**src/rtl/mem_access_sequencer_if.sv**
```systemverilog
// Two-requester load/store bus plus byte-wide memory port.
// master: requesters and memory; slave: the sequencer.
interface mem_access_sequencer_if;
  logic        req0_valid;
  logic        req0_write;
  logic [2:0]  req0_funct3;
  logic [63:0] req0_addr;
  logic [63:0] req0_wdata;
  logic        req0_ready;
  logic        req0_done;
  logic [63:0] req0_rdata;
  logic        req0_err;

  logic        req1_valid;
  logic        req1_write;
  logic [2:0]  req1_funct3;
  logic [63:0] req1_addr;
  logic [63:0] req1_wdata;
  logic        req1_ready;
  logic        req1_done;
  logic [63:0] req1_rdata;
  logic        req1_err;

  logic [63:0] mem_addr;
  logic [7:0]  mem_wdata;
  logic        mem_we;
  logic [7:0]  mem_rdata;

  modport master (
    output req0_valid, req0_write, req0_funct3,
    output req0_addr, req0_wdata,
    input  req0_ready, req0_done, req0_rdata, req0_err,
    output req1_valid, req1_write, req1_funct3,
    output req1_addr, req1_wdata,
    input  req1_ready, req1_done, req1_rdata, req1_err,
    input  mem_addr, mem_wdata, mem_we,
    output mem_rdata
  );

  modport slave (
    input  req0_valid, req0_write, req0_funct3,
    input  req0_addr, req0_wdata,
    output req0_ready, req0_done, req0_rdata, req0_err,
    input  req1_valid, req1_write, req1_funct3,
    input  req1_addr, req1_wdata,
    output req1_ready, req1_done, req1_rdata, req1_err,
    output mem_addr, mem_wdata, mem_we,
    input  mem_rdata
  );
endinterface

```
**src/rtl/mem_access_sequencer.sv**
```systemverilog
// Round-robin two-requester RV64 load/store sequencer over a byte memory.
// Ports: clk, reset_n (sync, active-low), bus (slave), busy.
module mem_access_sequencer #(
  parameter int unsigned MEM_BYTES = 64
) (
  input  logic clk,
  input  logic reset_n,
  mem_access_sequencer_if.slave bus,
  output logic busy
);

  typedef enum logic [1:0] {
    IDLE   = 2'd0,
    ACCESS = 2'd1,
    RESP   = 2'd2
  } state_e;

  state_e      state_q, state_d;
  logic        write_q, write_d;
  logic [2:0]  funct3_q, funct3_d;
  logic [63:0] addr_q, addr_d;
  logic [63:0] wdata_q, wdata_d;
  logic [63:0] rbuf_q, rbuf_d;
  logic [2:0]  cnt_q, cnt_d;
  logic        gnt_q, gnt_d;
  logic        last_grant_q, last_grant_d;
  logic        err_q, err_d;

  logic        any_v;
  logic        sel;
  logic        s_write;
  logic [2:0]  s_f3;
  logic [63:0] s_addr;
  logic [63:0] s_wdata;
  logic [3:0]  s_n;
  logic        s_mis;
  logic [64:0] s_end;
  logic        s_oor;
  logic        s_ill;
  logic [2:0]  top_idx;
  logic [63:0] ext;

  // Selection of the candidate requester and its legality check.
  always_comb begin
    any_v = bus.req0_valid | bus.req1_valid;
    sel = (bus.req0_valid & bus.req1_valid)
        ? ~last_grant_q : bus.req1_valid;
    s_write = sel ? bus.req1_write  : bus.req0_write;
    s_f3    = sel ? bus.req1_funct3 : bus.req0_funct3;
    s_addr  = sel ? bus.req1_addr   : bus.req0_addr;
    s_wdata = sel ? bus.req1_wdata  : bus.req0_wdata;
    s_n     = 4'd1 << s_f3[1:0];
    s_mis   = |(s_addr & (64'(s_n) - 64'd1));
    // 65-bit sum so huge addresses cannot wrap into range
    s_end   = {1'b0, s_addr} + 65'(s_n);
    s_oor   = s_end > 65'(MEM_BYTES);
    s_ill   = s_mis | s_oor
            | (s_write & s_f3[2])
            | (~s_write & (s_f3 == 3'b111));
  end

  assign top_idx = 3'((4'd1 << funct3_q[1:0]) - 4'd1);

  // State register
  always_ff @(posedge clk) begin
    if (!reset_n) begin
      state_q      <= IDLE;
      write_q      <= 1'b0;
      funct3_q     <= 3'd0;
      addr_q       <= 64'd0;
      wdata_q      <= 64'd0;
      rbuf_q       <= 64'd0;
      cnt_q        <= 3'd0;
      gnt_q        <= 1'b0;
      last_grant_q <= 1'b1;
      err_q        <= 1'b0;
    end else begin
      state_q      <= state_d;
      write_q      <= write_d;
      funct3_q     <= funct3_d;
      addr_q       <= addr_d;
      wdata_q      <= wdata_d;
      rbuf_q       <= rbuf_d;
      cnt_q        <= cnt_d;
      gnt_q        <= gnt_d;
      last_grant_q <= last_grant_d;
      err_q        <= err_d;
    end
  end

  // Next-state logic
  always_comb begin
    state_d      = state_q;
    write_d      = write_q;
    funct3_d     = funct3_q;
    addr_d       = addr_q;
    wdata_d      = wdata_q;
    rbuf_d       = rbuf_q;
    cnt_d        = cnt_q;
    gnt_d        = gnt_q;
    last_grant_d = last_grant_q;
    err_d        = err_q;
    unique case (state_q)
      IDLE: begin
        if (any_v) begin
          gnt_d        = sel;
          last_grant_d = sel;
          write_d      = s_write;
          funct3_d     = s_f3;
          addr_d       = s_addr;
          wdata_d      = s_wdata;
          rbuf_d       = 64'd0;
          cnt_d        = 3'd0;
          err_d        = s_ill;
          state_d      = s_ill ? RESP : ACCESS;
        end
      end
      ACCESS: begin
        if (!write_q)
          rbuf_d[{cnt_q, 3'b000} +: 8] = bus.mem_rdata;
        cnt_d = cnt_q + 3'd1;
        if (cnt_q == top_idx)
          state_d = RESP;
      end
      RESP: begin
        cnt_d   = 3'd0;
        state_d = IDLE;
      end
      default: state_d = IDLE;
    endcase
  end

  // Outputs
  always_comb begin
    busy           = (state_q != IDLE);
    bus.req0_ready = 1'b0;
    bus.req1_ready = 1'b0;
    bus.req0_done  = 1'b0;
    bus.req1_done  = 1'b0;
    bus.req0_rdata = 64'd0;
    bus.req1_rdata = 64'd0;
    bus.req0_err   = 1'b0;
    bus.req1_err   = 1'b0;
    bus.mem_addr   = 64'd0;
    bus.mem_wdata  = 8'd0;
    bus.mem_we     = 1'b0;
    ext            = rbuf_q;
    unique case (funct3_q[1:0])
      2'b00: ext = {{56{~funct3_q[2] & rbuf_q[7]}},
                    rbuf_q[7:0]};
      2'b01: ext = {{48{~funct3_q[2] & rbuf_q[15]}},
                    rbuf_q[15:0]};
      2'b10: ext = {{32{~funct3_q[2] & rbuf_q[31]}},
                    rbuf_q[31:0]};
      default: ext = rbuf_q;
    endcase
    unique case (state_q)
      IDLE: begin
        // no grant while reset is asserted
        bus.req0_ready = any_v & ~sel & reset_n;
        bus.req1_ready = any_v & sel & reset_n;
      end
      ACCESS: begin
        bus.mem_addr = addr_q + {61'd0, cnt_q};
        // a reset edge must not commit the in-flight byte
        bus.mem_we   = write_q & reset_n;
        if (write_q)
          bus.mem_wdata = wdata_q[{cnt_q, 3'b000} +: 8];
      end
      RESP: begin
        if (gnt_q) begin
          bus.req1_done  = 1'b1;
          bus.req1_err   = err_q;
          bus.req1_rdata = err_q ? 64'd0 : ext;
        end else begin
          bus.req0_done  = 1'b1;
          bus.req0_err   = err_q;
          bus.req0_rdata = err_q ? 64'd0 : ext;
        end
      end
      default: ;
    endcase
  end

endmodule
```
**src/flat_wrapper.sv**
```systemverilog
// flat-port wrapper written by rule: the top's interface ports become plain ports
module mem_access_sequencer_flat 
#(
  parameter int unsigned MEM_BYTES = 64
)
  (clk, reset_n, busy, bus_req0_valid, bus_req0_write, bus_req0_funct3, bus_req0_addr, bus_req0_wdata, bus_req0_ready, bus_req0_done, bus_req0_rdata, bus_req0_err, bus_req1_valid, bus_req1_write, bus_req1_funct3, bus_req1_addr, bus_req1_wdata, bus_req1_ready, bus_req1_done, bus_req1_rdata, bus_req1_err, bus_mem_addr, bus_mem_wdata, bus_mem_we, bus_mem_rdata);
  mem_access_sequencer_if bus_i ();
  input  logic clk;
  input  logic reset_n;
  output logic busy;
  input wire logic [$bits(bus_i.req0_valid)-1:0] bus_req0_valid;
  input wire logic [$bits(bus_i.req0_write)-1:0] bus_req0_write;
  input wire logic [$bits(bus_i.req0_funct3)-1:0] bus_req0_funct3;
  input wire logic [$bits(bus_i.req0_addr)-1:0] bus_req0_addr;
  input wire logic [$bits(bus_i.req0_wdata)-1:0] bus_req0_wdata;
  output wire logic [$bits(bus_i.req0_ready)-1:0] bus_req0_ready;
  output wire logic [$bits(bus_i.req0_done)-1:0] bus_req0_done;
  output wire logic [$bits(bus_i.req0_rdata)-1:0] bus_req0_rdata;
  output wire logic [$bits(bus_i.req0_err)-1:0] bus_req0_err;
  input wire logic [$bits(bus_i.req1_valid)-1:0] bus_req1_valid;
  input wire logic [$bits(bus_i.req1_write)-1:0] bus_req1_write;
  input wire logic [$bits(bus_i.req1_funct3)-1:0] bus_req1_funct3;
  input wire logic [$bits(bus_i.req1_addr)-1:0] bus_req1_addr;
  input wire logic [$bits(bus_i.req1_wdata)-1:0] bus_req1_wdata;
  output wire logic [$bits(bus_i.req1_ready)-1:0] bus_req1_ready;
  output wire logic [$bits(bus_i.req1_done)-1:0] bus_req1_done;
  output wire logic [$bits(bus_i.req1_rdata)-1:0] bus_req1_rdata;
  output wire logic [$bits(bus_i.req1_err)-1:0] bus_req1_err;
  output wire logic [$bits(bus_i.mem_addr)-1:0] bus_mem_addr;
  output wire logic [$bits(bus_i.mem_wdata)-1:0] bus_mem_wdata;
  output wire logic [$bits(bus_i.mem_we)-1:0] bus_mem_we;
  input wire logic [$bits(bus_i.mem_rdata)-1:0] bus_mem_rdata;
  assign bus_i.req0_valid = bus_req0_valid;
  assign bus_i.req0_write = bus_req0_write;
  assign bus_i.req0_funct3 = bus_req0_funct3;
  assign bus_i.req0_addr = bus_req0_addr;
  assign bus_i.req0_wdata = bus_req0_wdata;
  assign bus_req0_ready = bus_i.req0_ready;
  assign bus_req0_done = bus_i.req0_done;
  assign bus_req0_rdata = bus_i.req0_rdata;
  assign bus_req0_err = bus_i.req0_err;
  assign bus_i.req1_valid = bus_req1_valid;
  assign bus_i.req1_write = bus_req1_write;
  assign bus_i.req1_funct3 = bus_req1_funct3;
  assign bus_i.req1_addr = bus_req1_addr;
  assign bus_i.req1_wdata = bus_req1_wdata;
  assign bus_req1_ready = bus_i.req1_ready;
  assign bus_req1_done = bus_i.req1_done;
  assign bus_req1_rdata = bus_i.req1_rdata;
  assign bus_req1_err = bus_i.req1_err;
  assign bus_mem_addr = bus_i.mem_addr;
  assign bus_mem_wdata = bus_i.mem_wdata;
  assign bus_mem_we = bus_i.mem_we;
  assign bus_i.mem_rdata = bus_mem_rdata;
  mem_access_sequencer #(.MEM_BYTES(MEM_BYTES)) u_core (.clk(clk), .reset_n(reset_n), .bus(bus_i), .busy(busy));
endmodule
```
**config.mk**
```make
export PLATFORM = sky130hd
export DESIGN_NAME = mem_access_sequencer_flat
export DESIGN_NICKNAME = d
export VERILOG_FILES = /design/src/rtl/mem_access_sequencer_if.sv /design/src/rtl/mem_access_sequencer.sv /design/src/flat_wrapper.sv
export SDC_FILE = /design/constraint.sdc
export NUM_CORES = 1
export LEC_CHECK = 0
export CORE_MARGIN = 4
export CORE_UTILIZATION = 35
export DETAILED_ROUTE_END_ITERATION = 16
export MAX_ROUTING_LAYER = met4
export SLEW_MARGIN = 20
export SYNTH_ARGS = -nofsm -noshare
export SYNTH_HDL_FRONTEND = slang
export SYNTH_SLANG_ARGS = --single-unit
```
**constraint.sdc**
```tcl
create_clock -name clk -period 12.7 [get_ports clk]
set_input_delay 1.905 -clock clk [delete_from_list [all_inputs] [get_ports clk]]
set_output_delay 1.905 -clock clk [all_outputs]
set_load 0.05 [all_outputs]
```
After elaboration in Yosys (flattened, before gate mapping)
Index checks and enable logic that the tools add are counted.

word-level totals
  bits in registers = 204
  input port bits = 276
  output and inout bits = 208
  word-level logic and storage cells = 96

operators by class
  add/subtract/negate cells = 6
  order comparisons = 1
  eq/ne operators = 9
  shift operators = 5
  multiplexer cells = 35
  bitwise gates (word level) = 20
  reduce and logical (&&, ||, !) cells = 10

operator list
  cell                                                            count
  two-way mux 64 bit                                              10
  case mux 64 bit (3 select lines)                                1
  case mux 64 bit (2 select lines)                                1
  adder 64 x 4 -> 65 bit                                          1
  greater-than comparator 65 x 7 -> 1 bit, second input constant  1
  adder 64 x 3 -> 64 bit                                          1
  AND 64 bit                                                      1
  bitwise mux 64 bit                                              1
  OR reduction 64 bit                                             1
  variable shift 8 x 8 -> 64 bit, first input constant            1
  indexed part select 64 x 7 -> 8 bit                             1
  indexed part select 8 x 8 -> 64 bit                             1
  two-way mux 8 bit                                               2
  two-way mux 1 bit                                               13
  AND 1 bit                                                       11
  case mux 3 bit (3 select lines)                                 1
  negator 6 -> 8 bit                                              1
  two-way mux 2 bit                                               3
  two-way mux 3 bit                                               2
  AND reduction 2 bit                                             3
  subtractor 4 x 1 -> 5 bit, second input constant                1
  == test 2 x 1 -> 1 bit, second input constant                   2
  == test 2 bit, second input constant                            2
  zero test 2 bit                                                 2
  14 further kinds                                                22

Depth between registers and ports, before layout
Gate-level depths: netlist (run 1).

  depth in word-level cells = 13
  mapped depth = 22
  depth with buffers taken out = 15

Worst setup path after synthesis (run 1)
OpenSTA, ideal clock, no wires.

  path kind = input to register
  start = input port bus_req1_valid
  end = register u_core.state_q[0]
  library setup time = 0.060 ns
  arrival time = 6.328 ns
  data required time = 12.640 ns
  setup slack = 6.312 ns
  stages on the path = 20
  path buffers = 6
  path through = a21boi_2 buf_6 buf_2 buf_2 buf_2 buf_1 buf_1 o31a_1 inv_1 ha_1 fa_1 a21o_1 a21o_1 nand2_1 xor2_1 mux2i_1 or4_1 or4_1 and4b_1 a32o_1

on the way
  cells in the longest elaborated chain, start to end = 13
  elaborated cells between the ends (all ways) = 24
  classes of those cells = add/sub (2); order compare (1); eq/ne (2); shift (1); mux (7); bitwise (9); reduce/logical (2)

ends and longest elaborated chain
  item                                                             RTL line                    text
  from (decl)                                                      flat_wrapper.sv:20          input wire logic [$bits(bus_i.req1_valid)-1:0] bus_req1_valid;
  branches (longest 13 deep; another with adder 64 x 4 -> 65 bit)  --
  to (signal assigned)                                             mem_access_sequencer.sv:78  state_q <= state_d;
  to (decl)                                                        mem_access_sequencer.sv:18  state_e state_q, state_d;

Several ways; the timed one is not identified. The select of a mux whose other input is x is not followed.
A chain may end at the register's enable or synchronous reset.

Final worst setup path (run 1)
  start = input port bus_req0_valid
  end = register u_core.state_q[0]

on the way
  cells in the longest elaborated chain, start to end = 13
  elaborated cells between the ends (all ways) = 24
  classes of those cells = add/sub (2); order compare (1); eq/ne (2); shift (1); mux (7); bitwise (9); reduce/logical (2)

ends and longest elaborated chain
  item                                                             RTL line            text
  from (decl)                                                      flat_wrapper.sv:11  input wire logic [$bits(bus_i.req0_valid)-1:0] bus_req0_valid;
  branches (longest 13 deep; another with adder 64 x 4 -> 65 bit)  --

Several ways; the timed one is not identified. The select of a mux whose other input is x is not followed.

==> impl_metrics.py, run 1 <==
metrics = {
    "status": {
        "status": "completed",
    },
    "timing": {
        "minimum_hold_slack_ns": 0.435,
        "slew_violations": 0,
        "rsz_0062_raised_after_global_routing": "no",
        "timing.final.ws_setup_ns": 5.30,
        "timing_hold_violations_final": 0,
        "setup_tns_ns": 0,
        "finalWorstPathRequiredPeriod_ns": 7.40,
        "fin_crit_sh": 0.583,
        "skew_final_ns": 0.0336,
        "max_slew_margin": 0.226,
        "worst_pin_slew_ns": 1.16,
        "setup_viol_count_final": 0,
        "fmaxAchievable_mhz": 135,
    },
    "logic_synthesis": {
        "post_synth_inst_count": 1941,
        "yosys.area.top_type": "sky130_fd_sc_hd__dfxtp_1",
        "ys_types": 94,
        "seq_area_frac_synth": 0.277,
        "synth_edf_count": 0,
        "synth.yosys.warnings": 0,
        "synth.area.top_cells": "sky130_fd_sc_hd__dfxtp_1, sky130_fd_sc_hd__nand2_1, sky130_fd_sc_hd__nor2_1",
        "synth.top_cells.by_count": "sky130_fd_sc_hd__nand2_1, sky130_fd_sc_hd__nor2_1, sky130_fd_sc_hd__dfxtp_1",
        "asyncSetResetFlopFracSynth": 0,
        "yosys_register_bits": 204,
        "yosys_most_used_dff": "sky130_fd_sc_hd__dfxtp_1",
        "area_share_of_the_largest_cell_type_after_synthesis": 0.277,
        "syn_area_sq_um": 14700,
        "dominant_cell_by_count_in_the_synthesized_netlist": "sky130_fd_sc_hd__nand2_1",
        "mappedNetlistNets": 2230,
        "post_synth.cell_area_avg_sq_um": 7.59,
    },
    "drt": {
        "detail_route.drc_violations": 0,
        "ant_nets": 0,
        "vias_per_cell": 5.73,
        "drt_pass1_iterations": 7,
        "drt_iter0_markers": 1375,
        "detail_route.wl_per_cell_microns": 22.1,
        "routed_wirelength_mm": 64.1,
        "routed-via-count": 16600,
    },
    "setup_path": {
        "cp_endpoint_kind": "register",
        "critical_path.slowest_cell": "sky130_fd_sc_hd__a21oi_1",
        "critPathMaxStageDelay_ns": 0.80,
        "cp-start-kind": "primary input",
        "regToRegSetupSlack_ns": 6.89,
        "path_cells": "clkdlybuf4s50_1 > a21bo_4 > buf_4 > or3_1 > o31a_1 > inv_1 > ha_1 > fa_1 > a21o_1 > a21oi_1 > a21oi_1 > mux2i_1 > or4_1 > or4_1 > and4b_1 > a32o_1",
        "critPathArrivalTime_ns": 7.86,
        "worstSetupPathType": "primary input to register",
        "timing.critical_path.required_ns": 13.17,
        "critPathMaxFanout": 60,
    },
    "cells_and_area": {
        "drive_above_1_share": 0.0504,
        "area_growth_pct": 39.8,
        "nets": 2630,
        "final_core_util": 0.500,
        "stdcell_area_sq_um": 20600,
    },
    "power_and_ir_drop": {
        "powerDensity_nw_per_um2": 87.9,
        "p_leak_nw": 7.93,
        "maximum_resistive_drop_on_vdd_v": 0.0000965,
    },
    "global_routing": {
        "first_global_vias": 16000,
        "global_route_wire_length_before_repair_mm": 95.8,
        "grt_remaining_overflow": 0,
        "grt_util_met2": 0.443,
        "grt_use_total": 0.272,
        "antenna_violations_before_repair": 2,
        "grt_most_used_layer": "met2",
        "largest_net_degree_at_the_start_of_global_routing": 106,
        "use_met3": 0.0347,
        "global_route.usage.met1": 0.363,
    },
    "floorplan": {
        "core_area_sq_um": 41200,
        "die_w_microns": 213,
        "die_area_sq_um": 45400,
        "std_cell_rows": 74,
        "die_height_microns": 213,
        "initial_utilization": 0.358,
        "ioPinCount": 484,
    },
    "cts": {
        "clk-insertion-delay-late_ns": 0.54,
        "clkSinkCount": 204,
        "total_of_cells_resized_after_clock_tree_synthesis": 0,
        "cts_tree": "done",
        "post_cts.repair.setup_buffers": 0,
        "cts-htree-levels": 1,
        "clk_pin_slew_ns": 0.07,
        "ctsLongestPathBuffers": 3,
        "cts_root_buf": "sky130_fd_sc_hd__clkbuf_16",
        "tritoncts.num_buffers": 25,
        "cts-hold-fix-buffers": 0,
    },
    "placement": {
        "dpl.hpwl_mm": 49.9,
        "last_weighted_congestion_value_of_the_routability_driven_placer": 0.926,
        "io_buffer_count": 483,
        "pre_cts_slack_ns": 4.87,
        "post_dp_cell_area_sq_um": 19800,
    },
    "run": {
        "max-cap-violations": 0,
    },
    "hold_path": {
        "worstHoldPathType": "register to register",
    },
}
## layer usage
metal / vias to the layer above / wire length (microns)
li1: 7856 / -
met1: 7971 / 28300
met2: 650 / 30100
met3: 97 / 4040
met4: 0 / 1560
met5: - / 0
## worst paths after layout
check / startpoint / endpoint / cells after the start
setup / recovery: bus_req0_valid / u_core.state_q[0] / 16
hold / removal: u_core.wdata_q[18] / u_core.wdata_q[18] / 2
setup reg to reg: u_core.last_grant_q / u_core.state_q[0] / 15
hold reg to reg: u_core.wdata_q[18] / u_core.wdata_q[18] / 2
## final cells by class
type | instances | area [sq um]
clock inverters | 12 | 80.1
well taps | 532 | 666
flip-flops and latches | 204 | 4080
diodes | 2 | 5.00
repair buffers | 502 | 4970
multi-input cells | 1596 | 10000
clock buffers | 34 | 689
inverters | 12 | 45.0
fillers | 4080 | 20600
## per-stage QoR
step | instances | power, mW
floorplan | 1941 | 0.947
global placement | 2846 | 1.13
detailed placement | 2846 | 1.14
CTS | 2892 | 1.82
global route | 2894 | 1.89
finish | 2894 | 1.81
## logic make-up (layout without fill, tap and decap cells)
group / after synthesis / count (layout) / synth area share
compound gates: 407 / 407 / 0.203
mux: 101 / 101 / 0.0828
flops: 204 / 204 / 0.277
other cells: 0 / 2 / 0
xor+xnor: 78 / 78 / 0.0464
simple gates: 997 / 997 / 0.335
buf+inv: 141 / 560 / 0.0432
fa+ha+maj: 13 / 13 / 0.0121
## registers in the layout, indices dropped and copies added (netlist names)
name / cells
u_core.cnt_q: 3
u_core.err_q: 1
u_core.last_grant_q: 1
u_core.funct3_q: 3
u_core.gnt_q: 1
u_core.addr_q: 64
u_core.write_q: 1
u_core.rbuf_q: 64
u_core.wdata_q: 64
u_core.state_q: 2
## layout by cell type, fill, tap and decap left out, types with 8 or more instances in the layout
master,n
sky130_fd_sc_hd__and2_1,46
sky130_fd_sc_hd__nor2_1,216
sky130_fd_sc_hd__clkdlybuf4s50_1,482
sky130_fd_sc_hd__o22ai_1,8
sky130_fd_sc_hd__inv_1,11
sky130_fd_sc_hd__nand4_1,46
sky130_fd_sc_hd__ha_1,11
sky130_fd_sc_hd__xnor2_1,29
sky130_fd_sc_hd__nand2b_1,11
sky130_fd_sc_hd__mux4_2,16
sky130_fd_sc_hd__a222oi_1,25
sky130_fd_sc_hd__and4_1,25
sky130_fd_sc_hd__nand2_1,319
sky130_fd_sc_hd__o21ai_0,51
sky130_fd_sc_hd__o211a_1,59
sky130_fd_sc_hd__or3_1,20
sky130_fd_sc_hd__nor3b_1,11
sky130_fd_sc_hd__nand3_1,90
sky130_fd_sc_hd__nand3b_1,8
sky130_fd_sc_hd__nor4_1,15
sky130_fd_sc_hd__nor2b_1,94
sky130_fd_sc_hd__xor2_1,49
sky130_fd_sc_hd__buf_4,20
sky130_fd_sc_hd__a31oi_1,8
sky130_fd_sc_hd__clkbuf_16,25
sky130_fd_sc_hd__dfxtp_1,204
sky130_fd_sc_hd__a22oi_1,61
sky130_fd_sc_hd__and3_1,32
sky130_fd_sc_hd__a32oi_1,23
sky130_fd_sc_hd__a21oi_1,90
sky130_fd_sc_hd__nor3_1,22
sky130_fd_sc_hd__mux2i_1,80
## where the power goes
part	internal, mW	leakage [nW]	switching, mW
Sequential	0.683	1.68	0.0433
Clock	0.383	0.378	0.297
Combinational	0.183	5.88	0.222
## worst max-delay path, delay by kind of cell
kind                       cells  cell delay (ns)
and+or+nand+nor                4             1.61
adders and majority gates      2             0.64
muxes                          1             0.16
buffers and inverters          3             1.30
AOI/OAI and AO/OA              6             2.16
(Power assumes the default switching activity.)
==> run 2: changes to the inputs <==
clock period = 7.1 ns   (was 12.7 ns; I/O delays follow)
==> run 2 against run 1 <==
Clock power rose by 93%. Count of clock-buffer cells in the layout grew 1. Sequential share of layout area fell by 0.094 points. Via count is 0.42% lower.
==> impl_metrics.py, run 2 (synthesis gave the netlist of run 1 again) <==
metrics = {
    "drt": {
        "detail_route.drc_violations": 0,
        "vias_per_cell": 5.71,
        "routed-via-count": 16500,
        "drt_pass1_iterations": 9,
        "routed_wirelength_mm": 65.1,
        "ant_nets": 0,
        "detail_route.wl_per_cell_microns": 22.5,
        "drt_iter0_markers": 1594,
    },
    "timing": {
        "slew_violations": 0,
        "skew_final_ns": 0.0200,
        "fin_crit_sh": 0.804,
        "setup_tns_ns": 0,
        "fmaxAchievable_mhz": 175,
        "worst_pin_slew_ns": 1.18,
        "timing_hold_violations_final": 0,
        "rsz_0062_raised_after_global_routing": "no",
        "max_slew_margin": 0.212,
        "finalWorstPathRequiredPeriod_ns": 5.71,
        "setup_viol_count_final": 0,
    },
    "setup_path": {
        "timing.critical_path.required_ns": 6.03,
        "worstSetupPathType": "register to primary output",
        "regToRegSetupSlack_ns": 2.64,
        "cp_endpoint_kind": "primary output",
        "critPathMaxFanout": 23,
        "critPathArrivalTime_ns": 4.64,
        "cp-start-kind": "register",
        "r2r.worst_path.cells": 16,
    },
    "power_and_ir_drop": {
        "maximum_resistive_drop_on_vdd_v": 0.000128,
        "p_clk_frac": 0.392,
        "power.switching_fraction": 0.296,
        "powerDensity_nw_per_um2": 161,
        "netSwitchingPower_mw": 0.988,
        "combPwrFrac": 0.219,
        "intPower_mw": 2.35,
        "seq_power_share": 0.389,
        "p_leak_nw": 7.98,
    },
    "cts": {
        "post_cts.repair.setup_buffers": 0,
        "cts_root_buf": "sky130_fd_sc_hd__clkbuf_16",
        "clk-insertion-delay-late_ns": 0.54,
        "ctsLongestPathBuffers": 3,
        "total_of_cells_resized_after_clock_tree_synthesis": 0,
        "cts-htree-levels": 1,
        "clkSinkCount": 204,
        "cts_tree": "done",
        "cts-hold-fix-buffers": 0,
        "clk_pin_slew_ns": 0.06,
        "tritoncts.num_buffers": 24,
    },
    "placement": {
        "last_weighted_congestion_value_of_the_routability_driven_placer": 0.926,
        "io_buffer_count": 483,
        "numPlacedInstances": 2850,
        "dpl.hpwl_mm": 50.8,
    },
    "cells_and_area": {
        "drive_above_1_share": 0.0500,
        "area_growth_pct": 40.4,
        "layout.cells.most_common": "sky130_fd_sc_hd__clkdlybuf4s50_1",
        "nets": 2633,
        "final_core_util": 0.502,
        "finalNonFillerCells": 2892,
        "layout.cells.most_common_list": "sky130_fd_sc_hd__clkdlybuf4s50_1, sky130_fd_sc_hd__nand2_1, sky130_fd_sc_hd__nor2_1",
        "layout_top_registers": "u_core.addr_q (64), u_core.rbuf_q (64), u_core.wdata_q (64)",
    },
    "global_routing": {
        "grt_util_met2": 0.459,
        "antenna_violations_before_repair": 1,
        "grt_most_used_layer": "met2",
        "first_global_vias": 15900,
        "global_route.usage.met1": 0.371,
        "global_route_wire_length_before_repair_mm": 96.8,
        "grt_remaining_overflow": 0,
        "use_met3": 0.0298,
        "largest_net_degree_at_the_start_of_global_routing": 100,
        "grt_use_total": 0.277,
    },
    "floorplan": {
        "std_cell_rows": 74,
        "ioPinCount": 484,
        "die_height_microns": 213,
        "die_w_microns": 213,
        "initial_utilization": 0.358,
        "core_area_sq_um": 41200,
        "die_area_sq_um": 45400,
    },
    "run": {
        "max-cap-violations": 0,
    },
    "status": {
        "status": "completed",
    },
    "hold_path": {
        "min_delay_path_depth": 2,
        "worstHoldPathType": "register to register",
    },
}
run 2: cell count changes in the layout (fill, tap and decap cells not counted), sizes merged:
| cell | previous run | this run |
|---|---|---|
| clkinv | 8 | 4 |
| clkinvlp | 2 | 0 |
| inv | 14 | 11 |
| bufinv | 0 | 3 |
| buf | 20 | 24 |
| clkbuf | 34 | 35 |
| diode | 2 | 1 |
run 2: per-stage QoR:
step / hold WS, ns / setup slack [ns] / cell area (sq um) / power, mW
floorplan: 0.410 / 1.55 / 14700 / 1.69
global placement: 0.419 / 1.59 / 19800 / 2.04
detailed placement: 0.430 / 1.41 / 19800 / 2.04
CTS: 0.438 / 1.32 / 20700 / 3.36
global route: 0.454 / 1.04 / 20700 / 3.48
finish: 0.434 / 1.39 / 20700 / 3.34
run 2: worst max-delay path, cell delays in order, from the launching register on:
cell and delay (ns):
sky130_fd_sc_hd__dfxtp_1 0.31, sky130_fd_sc_hd__buf_4 0.38, sky130_fd_sc_hd__ha_1 0.26, sky130_fd_sc_hd__fa_1 0.22
sky130_fd_sc_hd__a21o_1 0.16, sky130_fd_sc_hd__nor2b_1 0.41, sky130_fd_sc_hd__nand3_1 0.26, sky130_fd_sc_hd__nor3_1 0.24
sky130_fd_sc_hd__buf_4 0.23, sky130_fd_sc_hd__and2_1 0.40, sky130_fd_sc_hd__nand3_1 0.15, sky130_fd_sc_hd__xor2_1 0.16
sky130_fd_sc_hd__nor2_1 0.10, sky130_fd_sc_hd__clkdlybuf4s50_1 0.82
run 2: final timing paths:
check,startpoint,end
max,u_core.cnt_q[0],bus_mem_addr[58]
min reg2reg,u_core.wdata_q[37],u_core.wdata_q[37]
min,u_core.wdata_q[37],u_core.wdata_q[37]
max reg2reg,u_core.last_grant_q,u_core.state_q[1]
run 2: power by group through the flow:
stage	clock network, mW	logic [mW]	registers (mW)
floorplan	0	0.404	1.29
global placement	0	0.719	1.32
detailed placement	0	0.721	1.32
CTS	1.34	0.726	1.30
global route	1.38	0.788	1.31
finish	1.31	0.732	1.30
run 2: area by class of cell:
class / count / area (sq um)
Tap cell: 532 / 666
Clock buffer: 35 / 712
Multi-Input combinational cell: 1596 / 10000
Sequential cell: 204 / 4080
Clock inverter: 6 / 120
Timing Repair Buffer: 506 / 5020
Fill cell: 4051 / 20500
Inverter: 12 / 45.0
Antenna cell: 1 / 2.50
run 2: metal layers:
metal | share of wire | routed length, microns | vias up
met5 | 0 | 0 | -
met4 | 0.016 | 1060 | 0
met2 | 0.48 | 31300 | 660
met3 | 0.061 | 3970 | 61
met1 | 0.44 | 28800 | 7910
li1 | - | - | 7873
